[src/rtl/mac_operand_sequencer.sv]
// ---------------------------------------------------------------------------
// mac_operand_sequencer
//
// Purpose:
//   Host-side driver for a 4-operand dot-product MAC. It collects four operand
//   bytes (A0, A1, B0, B1) from a valid/ready byte stream and holds them, with
//   the mode select, stable at the MAC inputs. It then waits out the MAC
//   pipeline latency, captures the result and offers it on a second
//   valid/ready handshake. Only one transaction is in flight at a time.
//
// Ports:
//   iCLK, iRST_N        clock (rising edge), asynchronous active-low reset
//   iBYTE, iBYTE_VALID  operand byte stream in
//   oBYTE_READY         sequencer can accept a byte (registered)
//   iMODE               MAC select, sampled with byte 0 only
//   oA0/oA1/oB0/oB1     operands to the MAC
//   oSEL                mode to the MAC (1: A0*B0+A1*B1, 0: adds A0*A1*B0*B1)
//   iR                  MAC result
//   oRES, oRES_VALID    captured result and its valid flag
//   iRES_READY          consumer accepts oRES
//   oBUSY               high while waiting on the MAC or holding a result
//   oMISMATCH           (only with MAC_SEQ_CHECK_EN) captured result differed
//                       from the locally computed expectation
//
// Configuration:
//   `define MAC_SEQ_CHECK_EN to add the oMISMATCH port and the local result
//   check. Without it there is no port and no multiplier logic.
// ---------------------------------------------------------------------------
module mac_operand_sequencer #(
  parameter int DATA_W  = 8,
  parameter int RES_W   = 17,
  parameter int LATENCY = 2
) (
  input  logic              iCLK,
  input  logic              iRST_N,
  input  logic [DATA_W-1:0] iBYTE,
  input  logic              iBYTE_VALID,
  output logic              oBYTE_READY,
  input  logic              iMODE,
  output logic [DATA_W-1:0] oA0,
  output logic [DATA_W-1:0] oA1,
  output logic [DATA_W-1:0] oB0,
  output logic [DATA_W-1:0] oB1,
  output logic              oSEL,
  input  logic [RES_W-1:0]  iR,
  output logic [RES_W-1:0]  oRES,
  output logic              oRES_VALID,
  input  logic              iRES_READY,
  output logic              oBUSY
`ifdef MAC_SEQ_CHECK_EN
  ,
  output logic              oMISMATCH
`endif
);

  localparam logic [1:0] S_COLLECT = 2'd0;
  localparam logic [1:0] S_WAIT    = 2'd1;
  localparam logic [1:0] S_RESULT  = 2'd2;

  logic [1:0] r_state;
  logic [1:0] r_idx;
  logic [3:0] r_cnt;

  logic w_accept;
  logic w_lastByte;

  assign w_accept   = iBYTE_VALID & oBYTE_READY;
  assign w_lastByte = (r_idx == 2'd3);

  // Busy covers both waiting on the MAC and holding an unconsumed result.
  assign oBUSY = (r_state != S_COLLECT);

`ifdef MAC_SEQ_CHECK_EN
  // Local reference of the MAC formula, evaluated modulo 2^RES_W so that the
  // wrap in mode 0 matches what the MAC produces.
  logic [RES_W-1:0] w_a0x;
  logic [RES_W-1:0] w_a1x;
  logic [RES_W-1:0] w_b0x;
  logic [RES_W-1:0] w_b1x;
  logic [RES_W-1:0] w_expected;

  assign w_a0x = RES_W'(oA0);
  assign w_a1x = RES_W'(oA1);
  assign w_b0x = RES_W'(oB0);
  assign w_b1x = RES_W'(oB1);
  assign w_expected = w_a0x * w_b0x + w_a1x * w_b1x
                    + (oSEL ? '0 : w_a0x * w_a1x * w_b0x * w_b1x);
`endif

  // Main sequencer. Operand bytes land directly in their output registers,
  // so the MAC sees a stable operand set as soon as byte 3 is accepted.
  // oBYTE_READY is registered: it stays low out of reset and rises on the
  // first edge after release.
  always_ff @(posedge iCLK or negedge iRST_N) begin
    if (!iRST_N) begin
      r_state     <= S_COLLECT;
      r_idx       <= 2'd0;
      r_cnt       <= 4'd0;
      oBYTE_READY <= 1'b0;
      oA0         <= '0;
      oA1         <= '0;
      oB0         <= '0;
      oB1         <= '0;
      oSEL        <= 1'b0;
      oRES        <= '0;
      oRES_VALID  <= 1'b0;
`ifdef MAC_SEQ_CHECK_EN
      oMISMATCH   <= 1'b0;
`endif
    end else begin
      case (r_state)
        S_COLLECT: begin
          oBYTE_READY <= ~(w_accept & w_lastByte);
          if (w_accept) begin
            case (r_idx)
              2'd0: begin
                oA0  <= iBYTE;
                oSEL <= iMODE;
              end
              2'd1:    oA1 <= iBYTE;
              2'd2:    oB0 <= iBYTE;
              default: oB1 <= iBYTE;
            endcase
            if (w_lastByte) begin
              r_state <= S_WAIT;
              r_cnt   <= 4'(LATENCY);
              r_idx   <= 2'd0;
            end else begin
              r_idx <= r_idx + 2'd1;
            end
          end
        end

        // Counter reaching zero means the MAC output now reflects the held
        // operands; capture happens LATENCY+1 edges after the last byte.
        S_WAIT: begin
          if (r_cnt == 4'd0) begin
            oRES       <= iR;
            oRES_VALID <= 1'b1;
            r_state    <= S_RESULT;
`ifdef MAC_SEQ_CHECK_EN
            oMISMATCH  <= (w_expected != iR);
`endif
          end else begin
            r_cnt <= r_cnt - 4'd1;
          end
        end

        // oRES keeps its value after hand-off until the next capture.
        S_RESULT: begin
          if (iRES_READY) begin
            oRES_VALID  <= 1'b0;
            r_idx       <= 2'd0;
            r_state     <= S_COLLECT;
            oBYTE_READY <= 1'b1;
          end
        end

        default: begin
          r_state     <= S_COLLECT;
          r_idx       <= 2'd0;
          oBYTE_READY <= 1'b0;
          oRES_VALID  <= 1'b0;
        end
      endcase
    end
  end

endmodule

[config.mk]
export PLATFORM = sky130hd
export DESIGN_NAME = mac_operand_sequencer
export DESIGN_NICKNAME = d
export VERILOG_FILES = /design/src/rtl/mac_operand_sequencer.sv
export SDC_FILE = /design/constraint.sdc
export NUM_CORES = 1
export LEC_CHECK = 0
export ABC_AREA = 1
export BUFFER_PORTS_ARGS = -buffer_cell sky130_fd_sc_hd__buf_4
export CORE_MARGIN = 2
export CORE_UTILIZATION = 50
export CTS_BUF_LIST = sky130_fd_sc_hd__clkbuf_16
export DETAILED_ROUTE_END_ITERATION = 12
export GPL_TIMING_DRIVEN = 0
export PLACE_DENSITY = 0.8
export SLEW_MARGIN = 25
export SYNTH_ARGS = -nofsm -noshare
export SYNTH_HDL_FRONTEND = slang
export SYNTH_SLANG_ARGS = --single-unit
[constraint.sdc]
create_clock -name iCLK -period 1.5 [get_ports iCLK]
set_input_delay 0.075 -clock iCLK [delete_from_list [all_inputs] [get_ports iCLK]]
set_output_delay 0.075 -clock iCLK [all_outputs]
set_load 0.05 [all_outputs]
==> out/results.txt <==
slew at the pin with the worst max-slew slack: 0.741 ns
period utilization: 93.0%
clock tree buffer depth: 2
Setup Buffers After CTS: 0
input/output buffers: 82
All-Layer GR Usage: 21.5%
Max Cap Viol: 0
status: finished, final reports clean
crit path max fanout: 10
largest net degree at the start of global routing: 61
EDFF count, synth: 0
worst path buffer plus inverter count: 2
Max stage delay cell, worst path: dfrtp_2
post-DP HPWL: 4.13 mm
Vias: 2061
Crit path arrival time: 1.60 ns
final setup fails: 0
Layout Nets: 392
worst setup path category: reg -> reg
P&R area growth vs syn: 36.9%
Fmax: 716 MHz
unique cell type count in the Yosys netlist: 21
Fin Setup TNS: 0 ns
final worst path period need: 1.40 ns
layout cells sized above 1: 39.3%
antenna violations before repair: 0
core area: 5070 sq um
count leader, synth: nand2_1
top post-synthesis cells by area: dfrtp_1, nand2_1, o21ai_2, inv_1, o21ai_1
floorplan row count: 26
max-slew violations: 0
floorplan die area: 5850 sq um
Synth async-reset ratio: 100%
Clock Sinks: 60
non-filler cells, final: 431
Commonest cells post-synth: nand2_1, dfrtp_1, inv_1
post-DR wirelength/cell: 13.5 um
R2R Path Start: r_state[1]
H-tree depth: 3
CTS tree: built
io pins: 83
crit path launch: r_state[1]
drc violations: 0
sequential-to-total area share from yosys stat: 57.2%
CTS Buf Count: 9
CP delay by family, top: simple AND/OR/NAND/NOR gates
critical-path cell list: nor2_4 > inv_2 > nor2_8 > nand2_4 > buf_6 > nand2_2 > o21ai_2
YS warnings: 0
Final ANT Viol Nets: 0
Seq cells post-synth: 60
Yosys top cell by area: dfrtp_1
Cells after DPL: 414
RSZ-0062 raised after global routing: false
grt total ovfl: 0
gpl congestion: 0.744
Slew headroom: 50.6%
CP Launch Type: flop
Die H: 76.5 um
vias in the first global route: 2033
clock-pin slew on the worst setup and hold paths: 0.05 ns
starting density of the core: 51.8%
Critical Path Max Stage Delay: 0.46 ns
Clock Skew: 0.00424 ns
Hold/Removal Path Class: in -> reg
worst-skew pair later-pin latency: 0.32 ns
# diodes: 0
DRT Wirelength: 5.84 mm
first-pass GRT wire length: 9.86 mm
Syn Area/Cell: 10.0 sq um
Post-Syn Instances: 262
drt via density: 4.78
Die X: 76.5 um
Hold Vio Cnt, Final: 0
Detailed Routing Iterations Pass 1: 4
worst min-delay path startpoint: iR[6]
CP Data Required Time: 1.70 ns
area share of the largest cell type after synthesis: 57.2%
critical path endpoint category: flop
iteration-0 DRC count of the detailed router: 134
clock root buffer: clkbuf_16
prevailing post-synth register cell: dfrtp_1
Syn Std Cell Area: 2630 sq um
net count after synthesis: 298
==> sequential cells by signal, summed over array words and instances, names as in the netlist, 2 cells and up <==
| signal | flops |
|---|---|
| oA1 | 8 |
| oB1 | 8 |
| r_idx | 2 |
| oA0 | 8 |
| r_cnt | 4 |
| r_state | 2 |
| oB0 | 8 |
| oRES | 17 |
==> cells in the final DEF (no fill, tap or decap), types with 3 or more instances in the layout <==
cell,synthesis,final
nand2_1,67,67
nor2_1,8,7
nand2_4,4,4
o21ai_0,11,11
ha_1,6,6
nand3_1,6,6
buf_6,7,7
clkbuf_16,0,9
o21ai_2,27,27
buf_4,0,82
o21ai_1,16,16
inv_1,36,38
dfrtp_1,60,58
nand2_2,3,3
clkinv_1,0,5
==> routing by layer <==
| layer | GRT usage [%] | up-vias | routed length, um |
|---|---|---|---|
| met4 | 9.45 | 0 | 111 |
| met3 | 4.74 | 8 | 232 |
| met5 | 0 | - | 0 |
| li1 | - | 1017 | - |
| met2 | 35.4 | 52 | 2940 |
| met1 | 27.4 | 984 | 2560 |
==> cells by family (layout without fill, tap and decap cells) <==
group	Yosys count	count (layout)	share of synthesized area, %
adder cells (fa/ha/maj)	6	6	2.86
flip-flops	60	60	57.2
buffers and inverters	45	144	8.48
AO/OA/AOI/OAI	56	56	14.5
AND/OR/NAND/NOR	95	95	17.0
==> repair_timing <==
action | in CTS | in global routing
hold endpoints to repair | 60 | 0
hold buffers | 1 | 0
gates resized for setup | 0 | 2
setup endpoints to repair | 0 | 1
==> path summary, 6_finish.rpt <==
path,to,slack [ns],depth (start not counted)
max in group asynchronous,oBYTE_READY,0.58,2
min,oRES[6],0.004,3
max,oA1[6],0.10,7
max reg2reg,oA1[6],0.10,7
min reg2reg,oRES_VALID,0.48,2
min in group asynchronous,oRES[14],0.41,2
==> worst reg2reg max path, stage by stage (launching register included) <==
cell and delay (ns):
dfrtp_2 0.46, nor2_4 0.12, inv_2 0.09, nor2_8 0.18, nand2_4 0.12, buf_6 0.18, nand2_2 0.07, o21ai_2 0.05
==> per-stage QoR <==
step	hold slack (ns)	utilization, %	setup slack (ns)	instance area [sq um]
floorplan	-0.221	-	0.0887	2630
global placement	0.194	65.6	0.137	3330
detailed placement	0.193	65.6	0.111	3330
CTS	0.00277	70.8	0.0945	3590
global route	0.00484	70.9	0.0247	3600
finish	0.00424	70.9	0.104	3600
==> layout make-up <==
| type | instances | area (sq um) |
|---|---|---|
| sequential | 60 | 1500 |
| buffer | 8 | 83.8 |
| fill | 403 | 1480 |
| timing repair buffer | 83 | 626 |
| clock inverter | 7 | 26.3 |
| multi-input combinational | 157 | 905 |
| clock buffer | 9 | 225 |
| tap | 70 | 87.6 |
| inverter | 37 | 139 |
Power is left out: the tool's default activity adds up to more than one toggle a clock period on the data nets, which glitch-free logic cannot reach.
